$ cat config.mk
export PLATFORM = sky130hd
export DESIGN_NAME = display_mode_ctrl_flat
export DESIGN_NICKNAME = d
export VERILOG_FILES = /design/src/rtl/display_mode_ctrl_if.sv /design/src/rtl/display_mode_ctrl.sv /design/src/flat_wrapper.sv
export SDC_FILE = /design/constraint.sdc
export NUM_CORES = 1
export LEC_CHECK = 0
export CORE_UTILIZATION = 55
export CTS_CLUSTER_SIZE = 10
export DETAILED_ROUTE_END_ITERATION = 6
export PLACE_DENSITY = 0.76
export SLEW_MARGIN = 20
export SYNTH_ARGS = -nofsm -noshare
export SYNTH_HDL_FRONTEND = slang
export SYNTH_SLANG_ARGS = --single-unit
$ cat constraint.sdc
create_clock -name clk -period 2.3 [get_ports clk]
set_clock_uncertainty 0.05 [all_clocks]
set_input_delay 0.23 -clock clk [delete_from_list [all_inputs] [get_ports clk]]
set_output_delay 0.23 -clock clk [all_outputs]
set_load 0.005 [all_outputs]
$ cat src/rtl/display_mode_ctrl_if.sv
// rtl/display_mode_ctrl_if.sv - button pulse / display-state bundle for display_mode_ctrl
//
// Purpose: groups the one-cycle button pulses coming from the one-pulse stage
// and the display-state code going to the 5-to-1 display value selector.
// Signals:
//   btn_mode   1  pulse, advance to the next mode
//   btn_next   1  pulse, advance to the next field
//   btn_alarm  1  pulse, toggle alarm overlay (clock mode only)
//   state      5  display-state code {mode[1:0], field[1:0], overlay}
//   mode_chg   1  pulse, mode bits just changed
// Modports: master drives the buttons, slave (the controller) drives state.
interface display_mode_ctrl_if;
  logic       btn_mode;
  logic       btn_next;
  logic       btn_alarm;
  logic [4:0] state;
  logic       mode_chg;

  modport master (
    output btn_mode,
    output btn_next,
    output btn_alarm,
    input  state,
    input  mode_chg
  );

  modport slave (
    input  btn_mode,
    input  btn_next,
    input  btn_alarm,
    output state,
    output mode_chg
  );
endinterface

$ cat src/rtl/display_mode_ctrl.sv
// rtl/display_mode_ctrl.sv - display mode / field / alarm-overlay controller
//
// Purpose: turns one-cycle button pulses into the 5-bit display-state code
// consumed by the display value selector. Handles mode cycling, field
// stepping, a timed alarm-view overlay and an idle timeout in alarm-set mode.
// Ports:
//   clk    1  system clock, rising edge
//   rst_n  1  asynchronous active-low reset
//   bus    display_mode_ctrl_if.slave
//            btn_mode/btn_next/btn_alarm in, state[4:0]/mode_chg out
// Parameters:
//   SHOW_CYC  cycles the overlay bit stays high after an alarm request
//   IDLE_CYC  pulse-free cycles in alarm-set mode before returning to clock
module display_mode_ctrl #(
  parameter int unsigned SHOW_CYC = 100_000_000,
  parameter int unsigned IDLE_CYC = 500_000_000
) (
  input  logic                 clk,
  input  logic                 rst_n,
  display_mode_ctrl_if.slave   bus
);

  localparam int unsigned SHOW_W = $clog2(SHOW_CYC + 1);
  localparam int unsigned IDLE_W = $clog2(IDLE_CYC + 1);

  localparam logic [SHOW_W-1:0] SHOW_LOAD = SHOW_W'(SHOW_CYC);
  localparam logic [SHOW_W-1:0] SHOW_ONE  = SHOW_W'(1);
  // The timeout fires on the edge that completes the IDLE_CYC-th pulse-free
  // cycle, i.e. when IDLE_CYC-1 pulse-free cycles have already been counted.
  localparam logic [IDLE_W-1:0] IDLE_LAST = IDLE_W'(IDLE_CYC - 1);
  localparam logic [IDLE_W-1:0] IDLE_ONE  = IDLE_W'(1);

  // Mode encodings are the literal state[4:3] codes the selector expects.
  typedef enum logic [1:0] {
    MODE_CLOCK = 2'b00,
    MODE_STW   = 2'b10,
    MODE_ASET  = 2'b01
  } mode_e;

  mode_e             mode_q,     mode_d;
  logic [1:0]        field_q,    field_d;
  logic              ovl_q,      ovl_d;
  logic [SHOW_W-1:0] show_cnt_q, show_cnt_d;
  logic [IDLE_W-1:0] idle_cnt_q, idle_cnt_d;
  logic              mode_chg_q, mode_chg_d;

  logic              any_btn;

  function automatic mode_e next_mode(input mode_e m);
    case (m)
      MODE_CLOCK: next_mode = MODE_STW;
      MODE_STW:   next_mode = MODE_ASET;
      default:    next_mode = MODE_CLOCK;
    endcase
  endfunction

  // Clock mode has three fields: 00 -> 01 -> 10 -> 00.
  function automatic logic [1:0] next_clock_field(input logic [1:0] f);
    case (f)
      2'b00:   next_clock_field = 2'b01;
      2'b01:   next_clock_field = 2'b10;
      default: next_clock_field = 2'b00;
    endcase
  endfunction

  // Gray walk 00 -> 01 -> 11 -> 10 -> 00 written as a bit rotation with
  // inversion, so only one field bit toggles per step.
  function automatic logic [1:0] next_gray_field(input logic [1:0] f);
    next_gray_field = {f[0], ~f[1]};
  endfunction

  assign any_btn = bus.btn_mode | bus.btn_next | bus.btn_alarm;

  always_comb begin
    mode_d     = mode_q;
    field_d    = field_q;
    ovl_d      = ovl_q;
    show_cnt_d = show_cnt_q;
    idle_cnt_d = idle_cnt_q;
    mode_chg_d = 1'b0;

    // Background overlay countdown; the counter holds the number of cycles
    // the overlay is still visible including the current one.
    if (ovl_q) begin
      if (show_cnt_q <= SHOW_ONE) begin
        ovl_d      = 1'b0;
        show_cnt_d = '0;
      end else begin
        show_cnt_d = show_cnt_q - SHOW_ONE;
      end
    end

    // Idle counter only runs in alarm-set mode; any pulse restarts it.
    if (mode_q == MODE_ASET && !any_btn) begin
      idle_cnt_d = idle_cnt_q + IDLE_ONE;
    end else begin
      idle_cnt_d = '0;
    end

    // Only the highest-priority pulse acts; lower ones are dropped.
    if (bus.btn_mode) begin
      mode_d     = next_mode(mode_q);
      field_d    = 2'b00;
      ovl_d      = 1'b0;
      show_cnt_d = '0;
      idle_cnt_d = '0;
      mode_chg_d = 1'b1;
    end else if (bus.btn_next) begin
      if (mode_q == MODE_CLOCK) begin
        field_d = next_clock_field(field_q);
      end else begin
        field_d = next_gray_field(field_q);
      end
    end else if (bus.btn_alarm) begin
      if (mode_q == MODE_CLOCK) begin
        if (ovl_q) begin
          ovl_d      = 1'b0;
          show_cnt_d = '0;
        end else begin
          ovl_d      = 1'b1;
          show_cnt_d = SHOW_LOAD;
        end
      end
    end else if (mode_q == MODE_ASET && idle_cnt_q == IDLE_LAST) begin
      mode_d     = MODE_CLOCK;
      field_d    = 2'b00;
      ovl_d      = 1'b0;
      show_cnt_d = '0;
      idle_cnt_d = '0;
      mode_chg_d = 1'b1;
    end
  end

  always_ff @(posedge clk or negedge rst_n) begin
    if (!rst_n) begin
      mode_q     <= MODE_CLOCK;
      field_q    <= 2'b00;
      ovl_q      <= 1'b0;
      show_cnt_q <= '0;
      idle_cnt_q <= '0;
      mode_chg_q <= 1'b0;
    end else begin
      mode_q     <= mode_d;
      field_q    <= field_d;
      ovl_q      <= ovl_d;
      show_cnt_q <= show_cnt_d;
      idle_cnt_q <= idle_cnt_d;
      mode_chg_q <= mode_chg_d;
    end
  end

  assign bus.state    = {mode_q, field_q, ovl_q};
  assign bus.mode_chg = mode_chg_q;

endmodule

$ cat src/flat_wrapper.sv
// flat-port wrapper written by rule: the top's interface ports become plain ports
module display_mode_ctrl_flat 
#(
  parameter int unsigned SHOW_CYC = 100_000_000,
  parameter int unsigned IDLE_CYC = 500_000_000
)
  (clk, rst_n, bus_btn_mode, bus_btn_next, bus_btn_alarm, bus_state, bus_mode_chg);
  display_mode_ctrl_if bus_i ();
  input  logic clk;
  input  logic rst_n;
  input wire logic [$bits(bus_i.btn_mode)-1:0] bus_btn_mode;
  input wire logic [$bits(bus_i.btn_next)-1:0] bus_btn_next;
  input wire logic [$bits(bus_i.btn_alarm)-1:0] bus_btn_alarm;
  output wire logic [$bits(bus_i.state)-1:0] bus_state;
  output wire logic [$bits(bus_i.mode_chg)-1:0] bus_mode_chg;
  assign bus_i.btn_mode = bus_btn_mode;
  assign bus_i.btn_next = bus_btn_next;
  assign bus_i.btn_alarm = bus_btn_alarm;
  assign bus_state = bus_i.state;
  assign bus_mode_chg = bus_i.mode_chg;
  display_mode_ctrl #(.SHOW_CYC(SHOW_CYC), .IDLE_CYC(IDLE_CYC)) u_core (.clk(clk), .rst_n(rst_n), .bus(bus_i));
endmodule
==> results_dict.tcl <==
set metrics [dict create \
    diodes 0 \
    violations "negative setup slack" \
    synth_ff_type "dfrtp_1" \
    end_kind "flop" \
    avgSynthCellArea_um2 9.56 \
    synth_edf_count 0 \
    clkTransAtPathRegs_ns 0.08 \
    synth_top_family_by_area "simple AND/OR/NAND/NOR gates" \
    status "finished with violations" \
    drive_above_1_share 0.134 \
    cts_root_buf "clkbuf_8" \
    drv_cap 0 \
    dieArea_um2 6080 \
    async_reset_ff_frac 1.00 \
    worstPathArrival_ns 2.49 \
    tns_ns -0.128 \
    cts_buffer_depth 2 \
    port_buffers 10 \
    start_kind "flop" \
    start_util 0.573 \
    cts_made_buffers 9 \
    hold_path_class "primary input to asynchronous set/reset pin" \
    regToRegStartpoint "u_core.show_cnt_q[19]" \
    fp-row-count 27 \
    antenna_found_initial 0 \
    via_count 2465 \
    hold_viol_final 0 \
    grt_setup_unrepaired "true" \
    worstReg2RegEnd "u_core.show_cnt_q[14]" \
    startpoint "u_core.show_cnt_q[19]" \
    synth_area_leaders "dfrtp_1 49%, xnor2_1 12%, nor2_1 6.7%" \
    drtPass1Iterations 4 \
    gp_congestion 0.794 \
    synth_xor_area_frac 0.135 \
    met1_length_um 2960 \
    worst_pin_slew_ns 0.635 \
    yosys.cell_count.top_type "dfrtp_1" \
    yosys-top-cells-count "62 x dfrtp_1, 57 x nor2_1, 42 x xnor2_1, 23 x nand2_1, 20 x nor3_1" \
    powerDensity_nw_per_um2 804 \
    worstPathRequired_ns 2.47 \
    synthCells 332 \
    synth.top_cell.area_share 0.489 \
    fin_crit_sh 1.01 \
    ant_nets 0 \
    setup_violations 11 \
    ios 11 \
    netlist_area_um2 3170 \
    grt_pass1_wl_um 11200 \
    ff2ff_path_depth 6 \
    synth_mux_area_frac 0 \
    first_global_vias 2458 \
    area_growth_pct 17.4 \
    core_region_area_um2 5540 \
    grt_usage 0.240 \
    wire_per_inst_um 14.6 \
    synth_top_area_cell "dfrtp_1" \
    slew_viol_final 0 \
    yosys_warnings 0 \
    leakagePower_nw 1.49 \
    via_per_inst 5.54 \
    ir_worst_vdd_mv 0.507 \
    dieWidth_um 78.0 \
    cts_htree_levels 3 \
    route.met2.wl_um 3310 \
    synth_seq_cells 62 \
    critical_path.cell_chain "or3_4 > or4b_4 > or4_4 > o211ai_2 > buf_12 > a21oi_1" \
    fmax_mhz 431 \
    yosys.area_share.simple 0.283 \
    top_layer "met4" \
    post-dp-hpwl_um 4490 \
    crit_path_end "u_core.show_cnt_q[14]" \
    routed_wl_um 6520 \
    worst_slew_margin_rel 0.577 \
    cts.sinks 62 \
    finalCriticalPeriod_ns 2.32 \
    crit_fanout 11 \
    crit_path_max_incr_delay_ns 0.50 \
    reg2reg_slack_ns -0.02 \
    seq_area_frac_synth 0.489 \
    drc 0 \
    critPathSlowestCell "or4_4" \
    holdWs_ns 0.383 \
    cts_tree "yes" \
    final_nets 377 \
    synth_fp_nets 340 \
    timing.final.ws_setup_ns -0.0215 \
    wl_met3_um 138 \
    synth.distinct_cells 41 \
    fill_cells 425 \
    synth_adder_area_share 0.0118 \
    worstSetupPathType "flop to flop" \
    grt_max_degree 37 \
    synth_compound_area_frac 0.0508 \
    grt_overflow 0 \
    die_h_um 78.0 \
    clk_latency_ns 0.35 \
    drt-initial-drc-count 131 \
]
-- registers in the layout, summed over array words and instances, names as in the netlist --
register,flops
u_core.ovl_q,1
u_core.bus.mode_chg,1
u_core.mode_q,2
u_core.field_q,2
u_core.show_cnt_q,27
u_core.idle_cnt_q,29
-- layer usage --
layer	GRT usage	vias up
met5	0	-
met4	0.102	0
met3	0.0424	10
met2	0.412	27
met1	0.296	1201
li1	-	1227
-- critical path: cells and delay by family, from the launching register on --
kind,cells,cell delay (ns)
DFF,1,0.38
buffers and inverters,1,0.15
AOI/OAI and AO/OA,2,0.25
and+or+nand+nor,3,1.38
-- logic make-up (layout without fill, tap and decap cells) --
| family | after synthesis | in the layout |
|---|---|---|
| AOI/OAI and AO/OA | 27 | 27 |
| DFF | 62 | 62 |
| buffers and inverters | 21 | 62 |
| and+or+nand+nor | 170 | 170 |
| adders and majority gates | 3 | 3 |
| xor gates and xnor gates | 49 | 49 |
-- final cells by class --
class	count	area, µm²	area share
flip-flops and latches	62	1550	0.416
multi-input cells	249	1530	0.411
repair buffers	39	365	0.0981
clock buffers	11	131	0.0353
well taps	72	90.1	0.0242
inverters	8	30.0	0.00806
clock inverters	4	25.0	0.00672
-- report_power, final --
part	switching (mW)	internal [mW]
Combinational	0.468	0.475
Clock	0.417	0.381
Sequential	0.0787	1.17
Total	0.964	2.03
-- worst min path at each step --
stage	end	cells past startpoint
detailed placement	u_core.show_cnt_q[3]	1
finish	u_core.show_cnt_q[2]	2
floorplan	u_core.bus.mode_chg	0
global route	u_core.show_cnt_q[3]	2
global placement	u_core.show_cnt_q[3]	1
CTS	u_core.show_cnt_q[3]	2
-- stage by stage --
stage / total power, mW / worst slack (ns) / utilization / cell area [µm²] / cells
detailed placement: 2.21 / -0.00958 / 0.641 / 3550 / 429
floorplan: 1.84 / -0.0250 / - / 3170 / 332
global placement: 2.18 / 0.0227 / 0.641 / 3550 / 429
CTS: 3.00 / -0.0176 / 0.671 / 3720 / 445
global route: 3.15 / -0.0778 / 0.673 / 3730 / 445
finish: 2.99 / -0.0215 / 0.673 / 3730 / 445
-- layout by cell type, fill, tap and decap left out, types with 9 or more instances in the layout --
| cell type | synthesis | layout |
|---|---|---|
| dfrtp_1 | 62 | 62 |
| nor2_1 | 57 | 57 |
| xnor2_1 | 42 | 42 |
| buf_4 | 1 | 24 |
| nand2_1 | 23 | 23 |
| nor3_1 | 20 | 20 |
| a21oi_1 | 17 | 17 |
| nor4_1 | 15 | 14 |
| nand3_1 | 12 | 12 |
| clkbuf_8 | 0 | 9 |
| clkdlybuf4s50_1 | 0 | 9 |
-- repair_timing --
item	4_1_cts	5_1_grt
pin swaps	0	0
hold buffers	1	0
gates resized for setup	0	1
setup buffers	0	0
endpoints found under the setup margin	11	11
hold endpoints to repair	26	0
Power figures use the tool's default switching activity.
